## config.mk

```make
export PLATFORM = sky130hd
export DESIGN_NAME = bip_control_unit
export DESIGN_NICKNAME = d
export VERILOG_FILES = /design/src/rtl/bip_control_unit.sv
export SDC_FILE = /design/constraint.sdc
export NUM_CORES = 1
export LEC_CHECK = 0
export BUFFER_PORTS_ARGS = -buffer_cell sky130_fd_sc_hd__clkbuf_2
export CAP_MARGIN = 20
export CORE_ASPECT_RATIO = 1.4
export CORE_UTILIZATION = 53
export DETAILED_ROUTE_END_ITERATION = 10
export MAX_ROUTING_LAYER = met4
export PLACE_DENSITY_LB_ADDON = 0.1
export RECOVER_POWER = 100
export SLEW_MARGIN = 20
export SYNTH_ARGS = -nofsm -noshare
export SYNTH_HDL_FRONTEND = slang
export SYNTH_SLANG_ARGS = --single-unit
```

## constraint.sdc

```tcl
create_clock -name clk -period 2.6 [get_ports clk]
set_input_delay 0.39 -clock clk [delete_from_list [all_inputs] [get_ports clk]]
set_output_delay 0.39 -clock clk [all_outputs]
set_load 0.02 [all_outputs]
```

## src/rtl/bip_control_unit.sv

```systemverilog
// BIP control unit: owns the program counter, decodes the fetched instruction into
// datapath strobes, and sequences IDLE/RUN/HALT with stall support and a cycle counter.
module bip_control_unit #(
  parameter int unsigned ADDR_WIDTH  = 11,
  parameter int unsigned INSTR_WIDTH = 16,
  parameter int unsigned CNT_WIDTH   = 32
) (
  input  logic                   clk,
  input  logic                   rst_n,
  input  logic                   start,
  input  logic                   enable,
  input  logic [INSTR_WIDTH-1:0] instruction,
  output logic [ADDR_WIDTH-1:0]  pc_address,
  output logic [INSTR_WIDTH-6:0] operand,
  output logic [1:0]             sel_a,
  output logic                   sel_b,
  output logic                   op_sub,
  output logic                   wr_acc,
  output logic                   wr_ram,
  output logic                   rd_ram,
  output logic                   halted,
  output logic [CNT_WIDTH-1:0]   cycle_count
);

  typedef enum logic [1:0] {
    StIdle,
    StRun,
    StHalt
  } state_e;

  localparam logic [4:0] OpHlt  = 5'b00000;
  localparam logic [4:0] OpSto  = 5'b00001;
  localparam logic [4:0] OpLd   = 5'b00010;
  localparam logic [4:0] OpLdi  = 5'b00011;
  localparam logic [4:0] OpAdd  = 5'b00100;
  localparam logic [4:0] OpAddi = 5'b00101;
  localparam logic [4:0] OpSub  = 5'b00110;
  localparam logic [4:0] OpSubi = 5'b00111;

  localparam logic [1:0] SelRam = 2'd0;
  localparam logic [1:0] SelImm = 2'd1;
  localparam logic [1:0] SelAlu = 2'd2;

  state_e                 state_q, state_d;
  logic [ADDR_WIDTH-1:0]  pc_q, pc_d;
  logic [CNT_WIDTH-1:0]   cnt_q, cnt_d;
  logic [CNT_WIDTH-1:0]   cnt_inc;
  logic                   halted_q, halted_d;
  logic [4:0]             opcode;
  logic                   exec;

  assign opcode  = instruction[INSTR_WIDTH-1 -: 5];
  assign operand = instruction[INSTR_WIDTH-6:0];
  assign exec    = (state_q == StRun) && enable;

  // Counter saturates instead of wrapping so long runs never report a small count.
  assign cnt_inc = (&cnt_q) ? cnt_q : cnt_q + CNT_WIDTH'(1);

  always_comb begin
    state_d = state_q;
    pc_d    = pc_q;
    cnt_d   = cnt_q;
    unique case (state_q)
      StIdle: begin
        if (start) state_d = StRun;
      end
      StRun: begin
        if (enable) begin
          cnt_d = cnt_inc;
          if (opcode == OpHlt) begin
            state_d = StHalt;
          end else begin
            pc_d = pc_q + ADDR_WIDTH'(1);
          end
        end
      end
      StHalt: begin
        if (start) begin
          state_d = StRun;
          pc_d    = '0;
          cnt_d   = '0;
        end
      end
      default: state_d = StIdle;
    endcase
    halted_d = (state_d == StHalt);
  end

  always_ff @(posedge clk or negedge rst_n) begin
    if (!rst_n) begin
      state_q  <= StIdle;
      pc_q     <= '0;
      cnt_q    <= '0;
      halted_q <= 1'b0;
    end else begin
      state_q  <= state_d;
      pc_q     <= pc_d;
      cnt_q    <= cnt_d;
      halted_q <= halted_d;
    end
  end

  // Zero-latency decode; every strobe is gated by exec so stalls and non-RUN states are inert.
  always_comb begin
    sel_a  = SelRam;
    sel_b  = 1'b0;
    op_sub = 1'b0;
    wr_acc = 1'b0;
    wr_ram = 1'b0;
    rd_ram = 1'b0;
    if (exec) begin
      case (opcode)
        OpSto: wr_ram = 1'b1;
        OpLd: begin
          sel_a  = SelRam;
          rd_ram = 1'b1;
          wr_acc = 1'b1;
        end
        OpLdi: begin
          sel_a  = SelImm;
          wr_acc = 1'b1;
        end
        OpAdd: begin
          sel_a  = SelAlu;
          rd_ram = 1'b1;
          wr_acc = 1'b1;
        end
        OpAddi: begin
          sel_a  = SelAlu;
          sel_b  = 1'b1;
          wr_acc = 1'b1;
        end
        OpSub: begin
          sel_a  = SelAlu;
          op_sub = 1'b1;
          rd_ram = 1'b1;
          wr_acc = 1'b1;
        end
        OpSubi: begin
          sel_a  = SelAlu;
          sel_b  = 1'b1;
          op_sub = 1'b1;
          wr_acc = 1'b1;
        end
        default: ;
      endcase
    end
  end

  assign pc_address  = pc_q;
  assign cycle_count = cnt_q;
  assign halted      = halted_q;

endmodule

```

**Word-level counts from Yosys, hierarchy flattened**

Cells that the tools add are included.

- Input bits: 20
- Output and inout port bits: 62
- Flip-flop bits (word level): 46
- Word-level logic and storage cells: 57

- Eq/ne operators: 14
- Add/sub/neg operators: 2
- Multiplexer cells: 24
- Reductions and logical operators: 13

Operator list:

| cell | number |
|---|---|
| 32-bit 2-to-1 mux | 3 |
| 32-bit case mux with 2 select lines | 1 |
| 11-bit 2-to-1 mux | 3 |
| 32-bit by 1-bit adder with 32-bit output (second input constant) | 1 |
| 32-bit AND reduction | 1 |
| 11-bit case mux with 2 select lines | 1 |
| 5-bit by 3-bit == test with 1-bit output (second input constant) | 4 |
| 11-bit by 1-bit adder with 11-bit output (second input constant) | 1 |
| 5-bit by 2-bit == test with 1-bit output (second input constant) | 2 |
| 1-bit 2-to-1 mux | 10 |
| 2-bit 2-to-1 mux | 4 |
| 2-bit != test (second input constant) | 4 |
| 2-bit case mux with 2 select lines | 2 |
| 4-bit AND reduction | 2 |
| 2-bit OR reduction | 3 |
| 6-bit OR reduction | 1 |
| 5-bit by 1-bit == test with 1-bit output (second input constant) | 1 |
| 5-bit logical NOT | 1 |
| 2-bit == test (second input constant) | 2 |
| 4-bit OR reduction | 1 |
| 3-bit OR reduction | 1 |
| 2-bit by 1-bit == test with 1-bit output (second input constant) | 1 |
| 2-bit logical NOT | 1 |
| 2-bit nonzero test | 1 |
| 1-bit logical AND | 1 |

**Depth between registers and ports, before layout**

Gate-level depths: netlist of run 1.

- Depth in word-level cells: 5
- Mapped depth: 8
- Mapped depth without buffers: 6

**Worst setup path after synthesis of run 1**

OpenSTA, ideal clock, no wires.

- Path kind: reg2reg
- Start: reg cnt_q[0], in the netlist cycle_count[0]
- End: reg cnt_q[5], in the netlist cycle_count[5]
- Data arrival time: 1945 ps
- Path buffers: 1
- Required time: 2462 ps
- Stages on the path, launching flop included: 8
- Setup time: 138 ps
- Setup slack: 516 ps
- Clock period less this slack: 2084 ps
- Cell sequence: dfrtp_1 -> ha_1 -> nand4_1 -> nor4_4 -> nand4_2 -> nand2_1 -> buf_4 -> o31ai_1

- Cells in the longest elaborated chain, start to end: 4
- Elaborated cells between the ends (all ways): 7
- Those cells by class: add/sub (1); eq/ne (1); mux (3); reduce/logical (2)

RTL lines:

| item | line | RTL |
|---|---|---|
| start, declared | 46 | `logic [CNT_WIDTH-1:0] cnt_q, cnt_d;` |
| start signal, assigned | 98 | `cnt_q <= cnt_d;` |
| 32-bit by 1-bit adder with 32-bit output | 57 | `assign cnt_inc = (&cnt_q) ? cnt_q : cnt_q + CNT_WIDTH'(1);` |
| 32-bit 2-to-1 mux | 57 |  |
| 32-bit 2-to-1 mux | 68 | `if (enable) begin` |
| 32-bit case mux with 2 select lines | 63 | `unique case (state_q)` |

Parallel ways exist; a longest one is shown, timed or not. The select of a mux whose other input is x is not followed.
A chain may end at the register's enable or synchronous reset.

**Worst setup path after layout of run 1**

- Start: reg state_q[1]
- End: reg cnt_q[7], in the netlist cycle_count[7]

- Cells in the longest elaborated chain, start to end: 3
- Elaborated cells between the ends (all ways): 8
- Those cells by class: eq/ne (5); mux (1); reduce/logical (2)

RTL lines:

| item | line | RTL |
|---|---|---|
| start, declared | 44 | `state_e state_q, state_d;` |
| start signal, assigned | 91 | `state_q <= StIdle;` |
| start signal, assigned | 96 | `state_q <= state_d;` |
| 2-bit by 1-bit == test with 1-bit output / 2-bit == test (equally long branches) | 63 |  |
| 2-bit != test (no line) / 2-bit nonzero test (equally long branches) | - |  |
| 4-bit AND reduction (no line) | - |  |

Parallel ways exist; a longest one is shown, timed or not.

==> results of run 1 <==
[registers in the layout, indices dropped and copies added (netlist names)]
name and flops:
state_q 2, halted 1, pc_address 11, cycle_count 32
[final timing paths]
check / startpoint / end / slack (ns) / depth (start not counted)
max: state_q[1] / cycle_count[7] / 0.24 / 4
min: start / state_q[1] / 0.35 / 2
max reg2reg: state_q[1] / cycle_count[7] / 0.24 / 4
min reg2reg: cycle_count[28] / cycle_count[28] / 0.51 / 1
max in group asynchronous: rst_n / cycle_count[13] / 1.51 / 2
min in group asynchronous: rst_n / cycle_count[17] / 0.39 / 2
[stage by stage]
stage | power, mW | worst slack [ns] | instances | instance area, µm²
detailed placement | 1.35 | 0.351 | 426 | 3200
finish | 1.84 | 0.242 | 434 | 3240
floorplan | 1.21 | 0.516 | 321 | 2910
CTS | 1.88 | 0.305 | 434 | 3310
global route | 1.95 | 0.112 | 434 | 3240
global placement | 1.34 | 0.442 | 426 | 3200
[synthesized netlist by cell type, types with 3 or more instances]
master    count  area [µm²]
buf_2         3        15.0
nor2_1       22        82.6
a31oi_1      12        75.1
clkbuf_1     10        37.5
and2_1        5        31.3
o31ai_1      43         323
nor4_4        4        85.1
xnor2_1       7        61.3
nand2_1      23        86.3
buf_4        17         128
o21ai_0       4        20.0
inv_1         6        22.5
a21oi_1      12        60.1
a41oi_1       3        26.3
nor3_1        5        25.0
nand4_1      13        81.3
nand3_1      20         100
and3_1       11        68.8
o21ai_1      16        80.1
a211oi_1      6        45.0
dfrtp_1      46        1150
o41ai_1       3        26.3
[power groups by stage]
stage / clock network (mW) / registers [mW] / logic, mW
2_1_floorplan: 0 / 1.01 / 0.201
3_3_place_gp: 0 / 0.933 / 0.410
3_5_place_dp: 0 / 0.936 / 0.414
4_1_cts: 0.545 / 0.922 / 0.416
5_1_grt: 0.569 / 0.941 / 0.439
6_report: 0.534 / 0.923 / 0.388
[cells by family (layout without fill, tap and decap cells)]
group / Yosys count / in the layout / share of synthesized area [%]
simple gates: 122 / 122 / 25.4
fa+ha+maj: 2 / 2 / 0.860
mux: 2 / 2 / 0.731
buf+inv: 38 / 85 / 7.48
compound gates: 104 / 104 / 23.8
xor+xnor: 7 / 7 / 2.11
flops: 46 / 46 / 39.6
[per-layer routing]
metal	wire, µm	track usage [%]	vias to the layer above
li1	-	-	1311
met1	3190	34.1	1316
met2	3560	43.1	75
met3	287	3.16	10
met4	114	9.49	0
met5	0	-	-
[area by class of cell]
| type | instances | share of cell area [%] |
|---|---|---|
| Clock buffer | 5 | 2.13 |
| Clock inverter | 3 | 1.24 |
| Inverter | 6 | 0.696 |
| Multi-Input combinational cell | 237 | 47.7 |
| Sequential cell | 46 | 35.6 |
| Tap cell | 66 | 2.55 |
| Timing Repair Buffer | 71 | 10.1 |
[cells in the final DEF (no fill, tap or decap), types with 4 or more instances in the layout]
cell,count
nor2_1,21
nand2_1,23
and2_1,4
nand4_1,13
clkbuf_8,5
dfrtp_1,46
a211oi_1,6
xnor2_1,7
and3_1,11
nand3_1,20
a31oi_1,12
o21ai_0,15
clkbuf_2,9
clkbuf_1,52
o21ai_1,5
a21oi_1,12
nor4_4,4
inv_1,6
buf_4,9
o31ai_1,43
nor3_1,5
==> results.tsv, run 1 <==
stage	metric	value	unit
cts	clock_latency	0.30	ns
cts	clock_sinks	46	
cts	cts-root-buf	clkbuf_8	
layout	multi_input_comb_area	1540	µm²
timing	max_freq	424	MHz
layout	fin_util	61.8	%
setup_path	cp_max_fo	13	
setup_path	cp.required	2.80	ns
logic_synthesis	synth-seq-area-share	39.6	%
worst_hold_path	hp-class	input port to flop	
timing	setup_tns	0	ns
run	maxCapViolations	0	
global_routing	grt_max_degree	47	
global_routing	grt_pass1_vias	2338	
timing	timing.final.crit_period	2.36	ns
logic_synthesis	syn_area_per_cell	9.06	µm²
setup_path	slowest_stage	nand2_1	
placement	io_buffers	59	
setup_path	worstSetupEndpointType	flop	
floorplan	die_area	5790	µm²
cts	hold_buffers	0	
timing	whs	0.352	ns
setup_path	crit_chain	and3b_1 -> clkbuf_1 -> nand2_1 -> o41ai_1	
cts	cts_setup_buffers	0	
timing	final.period_utilization	90.7	%
cts	clk_path_buf_depth	2	
placement	place_hpwl	4930	µm
floorplan	die_h	89.7	µm
global_routing	grt-ovfl-total	0	
drt	viasPerCell	6.25	
layout	n_antenna_cell	0	
timing	drv_slew	0	
placement	gp_congestion	0.887	
setup_path	worstSetupPathType	flop to flop	
layout	drive_gt1_share	10.6	%
drt	totalWireLength	7150	µm
global_routing	grt_pass1_wl	11500	µm
floorplan	start_util	55.6	%
logic_synthesis	ys_warn_count	0	
timing	finClkSkew	0.00722	ns
logic_synthesis	syn_inst	321	
cts	numCtsBuffers	5	
cts	cts_resized	0	
floorplan	num_rows	31	
power_and_ir_drop	sw_frac_of_total	34.8	%
power_and_ir_drop	total_leakage_power	1.31	nW
timing	finalHoldViolCount	0	
floorplan	die_x	64.6	µm
power_and_ir_drop	internal_power	1.20	mW
logic_synthesis	synthDistinctLibCells	43	
layout	nets	389	
timing	worstMarginPinSlew	1.16	ns
status	outcome	finished, final reports clean	
drt	drtPass1Iterations	4	
power_and_ir_drop	ir_drop	0.504	mV
drt	drtIter0Drc	140	
logic_synthesis	synthArstFlopShare	100	%
power_and_ir_drop	p_sw	0.643	mW
global_routing	track_usage	26.5	%
layout	area_growth	11.2	%
layout	seqCellArea	1150	µm²
timing	setup_viol	0	
global_routing	antenna_found_initial	0	
timing	max-slew-margin-rel	22.6	%
drt	drc	0	
cts	clkSlewWorstSetupHoldPaths	0.09	ns
logic_synthesis	syn-cell-area	2910	µm²
cts	cts_tree	yes	
logic_synthesis	synth_nets	343	
setup_path	start_kind	flop	
cts	ctsHtreeMaxLevel	2	
power_and_ir_drop	p_seq_share	50.0	%
power_and_ir_drop	clockPowerShare	29.0	%
layout	fillers	498	
logic_synthesis	synth_ff_type	dfrtp_1	
setup_path	cp_top_family	simple AND/OR/NAND/NOR gates	
floorplan	io_pins	82	
setup_path	slowest_delay	0.56	ns
drt	num_vias	2712	
setup_path	crit_arrival	2.55	ns
setup_path	crit_buf_inv	1	
timing	rsz0062_at_grt	no	
power_and_ir_drop	combPwrFrac	21.0	%
drt	wire_per_inst	16.5	µm
floorplan	core-area	5240	µm²
power_and_ir_drop	power_density	570	nW/µm²
logic_synthesis	ys_seq_elements	46	
drt	drt.antenna.violating_nets	0	
logic_synthesis	synth-edff-count	0	
Note: power is estimated with default switching activity, not from simulation.
==> inputs of run 2 (changes only) <==
--- a/config.mk
+++ b/config.mk
@@ -7,8 +7,10 @@
 export LEC_CHECK = 0
 export BUFFER_PORTS_ARGS = -buffer_cell sky130_fd_sc_hd__clkbuf_2
 export CAP_MARGIN = 20
+export CELL_PAD_IN_SITES_DETAIL_PLACEMENT = 1
+export CELL_PAD_IN_SITES_GLOBAL_PLACEMENT = 1
 export CORE_ASPECT_RATIO = 1.4
-export CORE_UTILIZATION = 53
+export CORE_UTILIZATION = 39
 export DETAILED_ROUTE_END_ITERATION = 10
 export MAX_ROUTING_LAYER = met4
 export PLACE_DENSITY_LB_ADDON = 0.1
==> results.tsv, run 2 (synthesized netlist as in run 1, its figures left out) <==
stage	metric	value	unit
layout	area_growth	11.5	%
drt	drtIter0Drc	113	
drt	drc	0	
global_routing	track_usage	23.7	%
timing	whs	0.344	ns
floorplan	start_util	41.1	%
placement	place_hpwl	6130	µm
timing	worstMarginPinSlew	2.07	ns
power_and_ir_drop	p_sw	0.664	mW
cts	clk_path_buf_depth	2	
floorplan	num_rows	36	
timing	drv_slew	38	
placement	dp_cells	458	
power_and_ir_drop	total_leakage_power	1.29	nW
cts	ctsHtreeMaxLevel	2	
timing	timing.final.crit_period	2.32	ns
power_and_ir_drop	p_seq_share	51.5	%
cts	numCtsBuffers	5	
setup_path	worstSetupPathType	flop to primary output	
run	maxCapViolations	1	
floorplan	die_h	104	µm
power_and_ir_drop	power_density	555	nW/µm²
drt	totalWireLength	8350	µm
timing	setup_tns	0	ns
setup_path	cp_max_fo	7	
timing	final.period_utilization	89.2	%
layout	drive_gt1_share	10.5	%
global_routing	antenna_found_initial	0	
power_and_ir_drop	combPwrFrac	22.2	%
setup_path	cp.required	2.21	ns
layout	fillers	920	
power_and_ir_drop	total_power	1.80	mW
placement	pre_cts_slack	0.434	ns
floorplan	die_x	75.0	µm
timing	finClkSkew	0.00822	ns
setup_path	crit_arrival	1.93	ns
global_routing	grt_max_degree	38	
floorplan	die_area	7810	µm²
cts	clock_latency	0.31	ns
drt	num_vias	2724	
cts	cts_setup_buffers	0	
timing	finalHoldViolCount	0	
layout	layout_common_cells	clkbuf_1, dfrtp_1, o31ai_1, nand2_1, nor2_1	
timing	max-slew-margin-rel	-37.9	%
layout	largest_reg_flops	32	
power_and_ir_drop	internal_power	1.14	mW
drt	viasPerCell	5.85	
cts	cts_resized	0	
placement	io_buffers	59	
power_and_ir_drop	clockPowerShare	26.2	%
cts	clock_sinks	46	
cts	cts-root-buf	clkbuf_8	
status	violations	capacitance limit, slew limit	
cts	clkSlewWorstSetupHoldPaths	0.08	ns
layout	n_antenna_cell	0	
power_and_ir_drop	ir_drop	0.237	mV
layout	finalNonFillerCells	466	
floorplan	io_pins	82	
setup_path	worstSetupEndpointType	primary output	
worst_hold_path	hp-class	input port to flop	
cts	hold_buffers	0	
floorplan	core-area	7070	µm²
placement	gp_congestion	0.815	
status	outcome	finished, violations left	
timing	setup_ws	0.280	ns
power_and_ir_drop	sw_frac_of_total	36.9	%
drt	wire_per_inst	17.9	µm
global_routing	grt_pass1_wl	13900	µm
drt	drtPass1Iterations	4	
drt	drt.antenna.violating_nets	0	
timing	rsz0062_at_grt	no	
layout	layout_commonest_cell	clkbuf_1	
global_routing	grt-ovfl-total	0	
global_routing	grt_pass1_vias	2774	
layout	nets	392	
timing	max_freq	431	MHz
setup_path	start_kind	flop	
cts	cts_tree	yes	
timing	setup_viol	0	
[run 2: cell types whose count changed in the layout (fill, tap and decap cells not counted)]
cell	before	now
buf_4	9	11
nor2b_2	0	1
buf_12	1	0
nor2b_1	2	1
nor4_1	2	3
bufinv_16	1	0
clkinv_2	2	1
clkbuf_1	52	55
clkbuf_8	5	6
nor4_4	4	3
[run 2: worst paths after layout]
kind	slack, ns	cells after the start	end	from
setup / recovery	0.28	4	sel_a[0]	state_q[1]
hold / removal	0.34	2	state_q[1]	start
setup reg to reg	0.28	7	cycle_count[9]	cycle_count[0]
hold reg to reg	0.53	1	cycle_count[27]	cycle_count[27]
max in group asynchronous	0.75	1	state_q[0]	rst_n
min in group asynchronous	0.67	1	pc_address[3]	rst_n
[run 2: per-stage QoR]
stage	util, %	cell area, µm²
CTS	47.2	3340
global route	45.9	3240
floorplan	-	2910
detailed placement	45.9	3250
finish	45.9	3240
global placement	45.9	3250
[run 2: routing by layer]
layer,global-route usage [%],part of all wire (%)
met4,6.87,1.2
met5,-,0
met2,39.1,51
met1,29.2,44
met3,3.97,3.3
[run 2: critical path, cell delays in order, from the launching register on]
cell and delay (ns):
dfrtp_1 0.46, nand3b_1 0.30, nor3_1 0.38, and4b_1 0.25
clkbuf_1 0.23
[run 2: power groups by stage]
stage	logic [mW]	registers (mW)	clock network [mW]
global placement	0.421	0.939	0
global route	0.450	0.949	0.513
finish	0.401	0.929	0.472
detailed placement	0.430	0.947	0
CTS	0.431	0.932	0.492
floorplan	0.201	1.01	0
[run 2: area by class of cell]
type / count / area, µm² / share of cell area [%]
clock inverter: 1 / 5.00 / 0.154
sequential: 46 / 1150 / 35.5
timing repair buffer: 74 / 330 / 10.2
tap: 95 / 119 / 3.66
inverter: 6 / 22.5 / 0.694
multi-input combinational: 237 / 1530 / 47.2
clock buffer: 7 / 86.3 / 2.66
